[src/rtl/unidade_controle_rodadas_pkg.sv]
// State codes for the round-based memory game control unit, shared by the
// FSM and by anything that decodes db_estado for the display.
package unidade_controle_rodadas_pkg;

  typedef enum logic [3:0] {
    INICIAL        = 4'h0,
    PREPARACAO     = 4'h1,
    INICIA_RODADA  = 4'h2,
    ESPERA_JOGADA  = 4'h3,
    REGISTRA       = 4'h4,
    COMPARACAO     = 4'h5,
    PROXIMO        = 4'h6,
    PROXIMA_RODADA = 4'h7,
    FINAL_ACERTO   = 4'hA,
    FINAL_ERRO     = 4'hB,
    FINAL_TIMEOUT  = 4'hD
  } estado_t;

  // Shown on the display if the state register ever holds an unused code.
  localparam logic [3:0] DB_ESTADO_ILEGAL = 4'hE;

endpackage

[src/rtl/unidade_controle_rodadas_contador_timeout.sv]
// Per-move timeout timer: counts cycles while 'conta' is high, clears on
// 'zera', and saturates at M-1 instead of wrapping. 'fim' flags M-1.
module contador_timeout #(
  parameter int M = 5000
) (
  input  logic clock,
  input  logic reset,
  input  logic zera,
  input  logic conta,
  output logic fim
);

  localparam int W = (M > 1) ? $clog2(M) : 1;
  localparam logic [W-1:0] ULTIMO = W'(M - 1);

  logic [W-1:0] valor_q, valor_d;

  // Next count: clear has priority, otherwise increment until terminal count.
  always_comb begin
    // NOTE: default assignment first so every path drives valor_d (no latch).
    valor_d = valor_q;
    if (zera) begin
      valor_d = '0;
    end else if (conta && (valor_q != ULTIMO)) begin
      valor_d = valor_q + W'(1);
    end
  end

  // Count register with asynchronous reset.
  always_ff @(posedge clock or posedge reset) begin
    // NOTE: non-blocking assignments for all clocked state.
    if (reset) valor_q <= '0;
    else       valor_q <= valor_d;
  end

  assign fim = (valor_q == ULTIMO);

endmodule

[src/rtl/unidade_controle_rodadas.sv]
// Moore control unit for the round-based memory game: sequences the address,
// round and move registers and enforces a per-move timeout.
module unidade_controle_rodadas
  import unidade_controle_rodadas_pkg::*;
#(
  parameter int TIMEOUT_CICLOS = 5000
) (
  input  logic       clock,
  input  logic       reset,
  input  logic       iniciar,
  input  logic       jogada,
  input  logic       igual,
  input  logic       enderecoIgualRodada,
  input  logic       fimR,
  output logic       zeraE,
  output logic       contaE,
  output logic       zeraR,
  output logic       contaR,
  output logic       zeraRJ,
  output logic       registraRJ,
  output logic       acertou,
  output logic       errou,
  output logic       timeout,
  output logic       pronto,
  output logic [3:0] db_estado
);

  estado_t estado_q, estado_d;
  logic    timer_zera, timer_conta, timer_fim;

  // The timer only runs while waiting for a move; any other state clears it.
  assign timer_conta = (estado_q == ESPERA_JOGADA);
  assign timer_zera  = ~timer_conta;

  contador_timeout #(
    .M(TIMEOUT_CICLOS)
  ) u_contador_timeout (
    .clock (clock),
    .reset (reset),
    .zera  (timer_zera),
    .conta (timer_conta),
    .fim   (timer_fim)
  );

  // State register; reset forces inicial immediately.
  always_ff @(posedge clock or posedge reset) begin
    if (reset) estado_q <= INICIAL;
    else       estado_q <= estado_d;
  end

  // Next-state logic; a move wins over a simultaneous timeout.
  always_comb begin
    estado_d = INICIAL;
    case (estado_q)
      INICIAL:        estado_d = iniciar ? PREPARACAO : INICIAL;
      PREPARACAO:     estado_d = INICIA_RODADA;
      INICIA_RODADA:  estado_d = ESPERA_JOGADA;
      ESPERA_JOGADA: begin
        if (jogada)         estado_d = REGISTRA;
        else if (timer_fim) estado_d = FINAL_TIMEOUT;
        else                estado_d = ESPERA_JOGADA;
      end
      REGISTRA:       estado_d = COMPARACAO;
      COMPARACAO: begin
        if (!igual)                    estado_d = FINAL_ERRO;
        else if (!enderecoIgualRodada) estado_d = PROXIMO;
        else if (!fimR)                estado_d = PROXIMA_RODADA;
        else                           estado_d = FINAL_ACERTO;
      end
      PROXIMO:        estado_d = ESPERA_JOGADA;
      PROXIMA_RODADA: estado_d = INICIA_RODADA;
      FINAL_ACERTO, FINAL_ERRO, FINAL_TIMEOUT:
                      estado_d = iniciar ? PREPARACAO : estado_q;
      default:        estado_d = INICIAL;
    endcase
  end

  // Moore output decode from the current state only.
  always_comb begin
    zeraE      = 1'b0;
    contaE     = 1'b0;
    zeraR      = 1'b0;
    contaR     = 1'b0;
    zeraRJ     = 1'b0;
    registraRJ = 1'b0;
    acertou    = 1'b0;
    errou      = 1'b0;
    timeout    = 1'b0;
    pronto     = 1'b0;
    db_estado  = estado_q;
    case (estado_q)
      INICIAL, PREPARACAO: begin
        zeraE  = 1'b1;
        zeraR  = 1'b1;
        zeraRJ = 1'b1;
      end
      INICIA_RODADA:  zeraE      = 1'b1;
      ESPERA_JOGADA:  ;
      REGISTRA:       registraRJ = 1'b1;
      COMPARACAO:     ;
      PROXIMO:        contaE     = 1'b1;
      PROXIMA_RODADA: contaR     = 1'b1;
      FINAL_ACERTO: begin
        acertou = 1'b1;
        pronto  = 1'b1;
      end
      FINAL_ERRO: begin
        errou  = 1'b1;
        pronto = 1'b1;
      end
      FINAL_TIMEOUT: begin
        timeout = 1'b1;
        pronto  = 1'b1;
      end
      default:        db_estado  = DB_ESTADO_ILEGAL;
    endcase
  end

endmodule
[config.mk]
export PLATFORM = sky130hd
export DESIGN_NAME = unidade_controle_rodadas
export DESIGN_NICKNAME = d
export VERILOG_FILES = /design/src/rtl/unidade_controle_rodadas_pkg.sv /design/src/rtl/unidade_controle_rodadas_contador_timeout.sv /design/src/rtl/unidade_controle_rodadas.sv
export SDC_FILE = /design/constraint.sdc
export NUM_CORES = 1
export LEC_CHECK = 0
export CAP_MARGIN = 20
export CELL_PAD_IN_SITES_DETAIL_PLACEMENT = 1
export CELL_PAD_IN_SITES_GLOBAL_PLACEMENT = 1
export CORE_ASPECT_RATIO = 1.25
export CORE_MARGIN = 2
export CORE_UTILIZATION = 40
export DETAILED_ROUTE_END_ITERATION = 10
export PLACE_DENSITY_LB_ADDON = 0.1
export SLEW_MARGIN = 20
export SYNTH_ARGS = -nofsm -noshare
export SYNTH_HDL_FRONTEND = slang
export SYNTH_SLANG_ARGS = --single-unit
[constraint.sdc]
create_clock -name clock -period 4.2 [get_ports clock]
set_input_delay 0.63 -clock clock [delete_from_list [all_inputs] [get_ports clock]]
set_output_delay 0.63 -clock clock [all_outputs]
set_load 0.02 [all_outputs]
==> results.md <==
- The initial antenna violation count came to 0.
- The DRC violation count after routing is 0.
- The cell sitting at the root of the clock tree is a sky130_fd_sc_hd__clkbuf_4.
- In the final timing run, aggregate negative setup slack is 0 ns.
- The post-synthesis cell area is 0.001074 mm^2.
- The multi-input combinational cells in the finished layout cover a total of 595.6 um^2.
- The worst-margin pin slew is 0.7306 ns.
- The area overhead of the layout relative to synthesis is 21.68%.
- Setup repair after global routing left no endpoint under its margin.
- In the routed layout, each cell is associated on average with a via count of 5.616.
- The arrival time at the worst endpoint is 2.13 ns.
- The final weighted congestion in routability-driven placement is 0.7288.
- The core box area is 0.002628 mm^2.
- The final number of hold-violating endpoints is 0.
- Entering global routing, the biggest net connects 20 pins.
- The number of nets handed over by synthesis was 136.
- In the final design database the tool counted 152 nets.
- The initial core utilization is 40.86%.
- The die covers 0.003117 mm^2.
- For this run the aggregate overflow at the end of global routing stands at 0.
- The global routing usage summed across all routing layers is 19.54%.
- The wire length of the first global-routing pass is 4623 um.
- After detailed routing, the average wire length per cell comes to 14.95 um.
- The repair_antennas step left the layout with diodes totalling 0.
- The post-cts hold buffer count is 0.
- Headroom to the max-slew limit came out at 51.02%.
- By area the synthesized netlist is led by sky130_fd_sc_hd__dfrtp_1, sky130_fd_sc_hd__nor2_1, sky130_fd_sc_hd__nand2_1, sky130_fd_sc_hd__nand2b_1, sky130_fd_sc_hd__a21oi_1.
- The number of buffers inserted during clock tree synthesis is 3.
- The dominant cell type by area after synthesis is sky130_fd_sc_hd__dfrtp_1.
- The DRC violation total after the first TritonRoute iteration is 11.
- Measured on the finished design, the core utilization comes to 49.71%.
- The total length of routed wires is 2647 um.
- In this run the worst hold path is classified as flop to flop.
- The synthesized instance count is 128.
- The number of unique standard cell types used by synthesis is 35.
- The setup-violating endpoint count in the final report is 0.
- In this run the static leakage power is 0.5107 nW.
- The post-CTS setup-driven buffer insertion count is 0.
- The sequential cells in the finished layout cover a total of 425.4 um^2.
- The area share of the largest cell type after synthesis is 39.63%.
- The minimum clock period is 2.755 ns.
- The number of iterations in the first detailed-routing pass is 4.
- The critical path is of the flop to output port type.
- The number of sinks driven by the clock tree is 17.
- Cells with a size suffix above 1 make up 7.692% of the layout.
- The deepest clock path buffer count is 2.
- The count of warnings emitted by yosys is 0.
- At the later pin of the worst-skew pair, clock insertion delay measures 0.28 ns.
- The floorplan die width is 50.34 um.
- Averaged over all synthesized cells, the footprint is 8.387 um^2.
- The row count is 21.
- STA puts the critical path data required time at 3.57 ns.
- The clock tree skew after final layout is 0.001690 ns.
- The H-tree depth reported by CTS is 1.
- The fraction of the yosys area taken by sequential cells is 39.63%.
- The final critical path takes up 65.61% of the cycle.
- VDD sags by at most 284.0 uV.
- The vertical extent of the die is 61.92 um.
- The number of fillers in the final layout is 326.
- The number of ports placed on the die boundary is 21.
- The highest achievable clock rate is 362.9 MHz.
- The startpoint kind of the worst setup timing path is a flop.
- The total of buffers placed on input and output ports is 20.
- The clock transition at the registers of the reported paths is 0.10 ns.
- The via count of the first global-routing pass was 1034.
- The largest fanout on the critical path is 14.
- The total half-perimeter wirelength after legalization and detailed placement is 1962 um.
- The run finished with clean final reports.
- Post-CTS repair changed the size of 0 cells.
- For this design the ratio of total power to cell area is 514.9 mW/mm^2.
- The via count is 994.
- The tool flagged a number of max-cap violations equal to 0.
- The number of synthesized register bits is 17.
- The max-slew violation count is 0.
- STA classifies the critical path endpoint as an output port.
- TritonCTS built the clock tree.
- The post-detailed-route count of antenna-violating nets is 0.
-- sequential cells by signal, indices dropped and copies added (netlist names) --
name                        cells
u_contador_timeout.valor_q     13
estado_q                        4
-- area by class of cell --
type / count / area share (%)
multi-input combinational: 98 / 45.59
sequential: 17 / 32.57
timing repair buffer: 20 / 15.33
tap: 34 / 3.257
clock buffer: 3 / 1.724
inverter: 4 / 1.149
clock inverter: 1 / 0.3831
-- Yosys cell counts --
library cell                instances
sky130_fd_sc_hd__a2111oi_0          1
sky130_fd_sc_hd__a211oi_1           2
sky130_fd_sc_hd__a21boi_0           1
sky130_fd_sc_hd__a21o_1             3
sky130_fd_sc_hd__a21oi_1            7
sky130_fd_sc_hd__a221o_2            1
sky130_fd_sc_hd__a31oi_1            1
sky130_fd_sc_hd__and3_1             1
sky130_fd_sc_hd__and3_2             1
sky130_fd_sc_hd__buf_4              1
sky130_fd_sc_hd__clkbuf_1           8
sky130_fd_sc_hd__dfrtp_1           17
sky130_fd_sc_hd__ha_1               1
sky130_fd_sc_hd__inv_1              4
sky130_fd_sc_hd__mux2i_1            1
sky130_fd_sc_hd__nand2_1           11
sky130_fd_sc_hd__nand2b_1           6
sky130_fd_sc_hd__nand3_1            5
sky130_fd_sc_hd__nand3b_1           1
sky130_fd_sc_hd__nand4_1            3
sky130_fd_sc_hd__nand4bb_1          1
sky130_fd_sc_hd__nor2_1            15
sky130_fd_sc_hd__nor2_2             1
sky130_fd_sc_hd__nor2b_1            3
sky130_fd_sc_hd__nor3_1             6
sky130_fd_sc_hd__nor4_4             1
sky130_fd_sc_hd__o2111ai_1          1
sky130_fd_sc_hd__o21ai_0            7
sky130_fd_sc_hd__o21ai_1            1
sky130_fd_sc_hd__o311ai_0           1
sky130_fd_sc_hd__or3_1              5
sky130_fd_sc_hd__or3_2              2
sky130_fd_sc_hd__or4b_4             1
sky130_fd_sc_hd__xnor2_1            4
sky130_fd_sc_hd__xor2_1             3
-- cells by family after synthesis --
kind of cell	share of synthesized area, %
xor+xnor	5.711
compound gates	15.27
flops	39.63
simple gates	32.40
mux	0.9324
buf+inv	4.895
fa+ha+maj	1.165
-- through the flow --
stage	setup WS, ns	instances	total power (W)	instance area (um^2)	hold WS (ns)
finish	1.445	177	0.0006726	1306	0.5746
global route	1.289	177	0.0007275	1306	0.6022
CTS	1.421	177	0.0006815	1306	0.5698
detailed placement	1.732	173	0.0005926	1279	0.5428
global placement	1.863	173	0.0005845	1279	0.5398
floorplan	2.049	128	0.0004696	1074	0.5023
-- layer usage --
layer	global-route usage, %	part of all wire, %	up-vias
li1	-	-	480
met1	22.56	42	494
met2	37.03	55	16
met3	1.914	2.0	4
met4	8.880	1.6	0
met5	0	0	-
-- critical path, stage by stage, from the launching register on --
cell and delay (ns):
sky130_fd_sc_hd__dfrtp_1 0.58, sky130_fd_sc_hd__nor2b_1 0.33, sky130_fd_sc_hd__nor2_1 0.09, sky130_fd_sc_hd__a21boi_0 0.21, sky130_fd_sc_hd__clkdlybuf4s50_1 0.64
-- where the power goes --
group	switching [W]	internal (W)	leakage, nW
sequential	0.0000615	0.000185	0.231
combinational	0.000184	0.000156	0.262
clock	0.0000502	0.0000353	0.0177
-- placed cells by master, fill, tap and decap left out, types with 4 or more instances in the layout --
cell,netlist,layout
sky130_fd_sc_hd__xnor2_1,4,4
sky130_fd_sc_hd__or3_1,5,5
sky130_fd_sc_hd__inv_1,4,4
sky130_fd_sc_hd__nor2_1,15,15
sky130_fd_sc_hd__nor3_1,6,6
sky130_fd_sc_hd__nand3_1,5,5
sky130_fd_sc_hd__a21oi_1,7,7
sky130_fd_sc_hd__dfrtp_1,17,17
sky130_fd_sc_hd__nand2_1,11,11
sky130_fd_sc_hd__nand2b_1,6,6
sky130_fd_sc_hd__clkdlybuf4s50_1,0,20
sky130_fd_sc_hd__o21ai_0,7,7
-- path summary, 6_finish.rpt --
check	endpoint	cells after the start	startpoint	slack, ns
min in group asynchronous	u_contador_timeout.valor_q[4]$_DFFE_PP0P_	2	reset	0.73
setup / recovery	db_estado[0]	4	estado_q[2]$_DFFE_PP0P_	1.44
hold reg to reg	u_contador_timeout.valor_q[1]$_DFFE_PP0P_	2	u_contador_timeout.valor_q[1]$_DFFE_PP0P_	0.57
setup reg to reg	u_contador_timeout.valor_q[1]$_DFFE_PP0P_	4	u_contador_timeout.valor_q[3]$_DFFE_PP0P_	2.15
max in group asynchronous	u_contador_timeout.valor_q[2]$_DFFE_PP0P_	2	reset	3.06
hold / removal	u_contador_timeout.valor_q[1]$_DFFE_PP0P_	2	u_contador_timeout.valor_q[1]$_DFFE_PP0P_	0.57
Power figures use the tool's default switching activity.
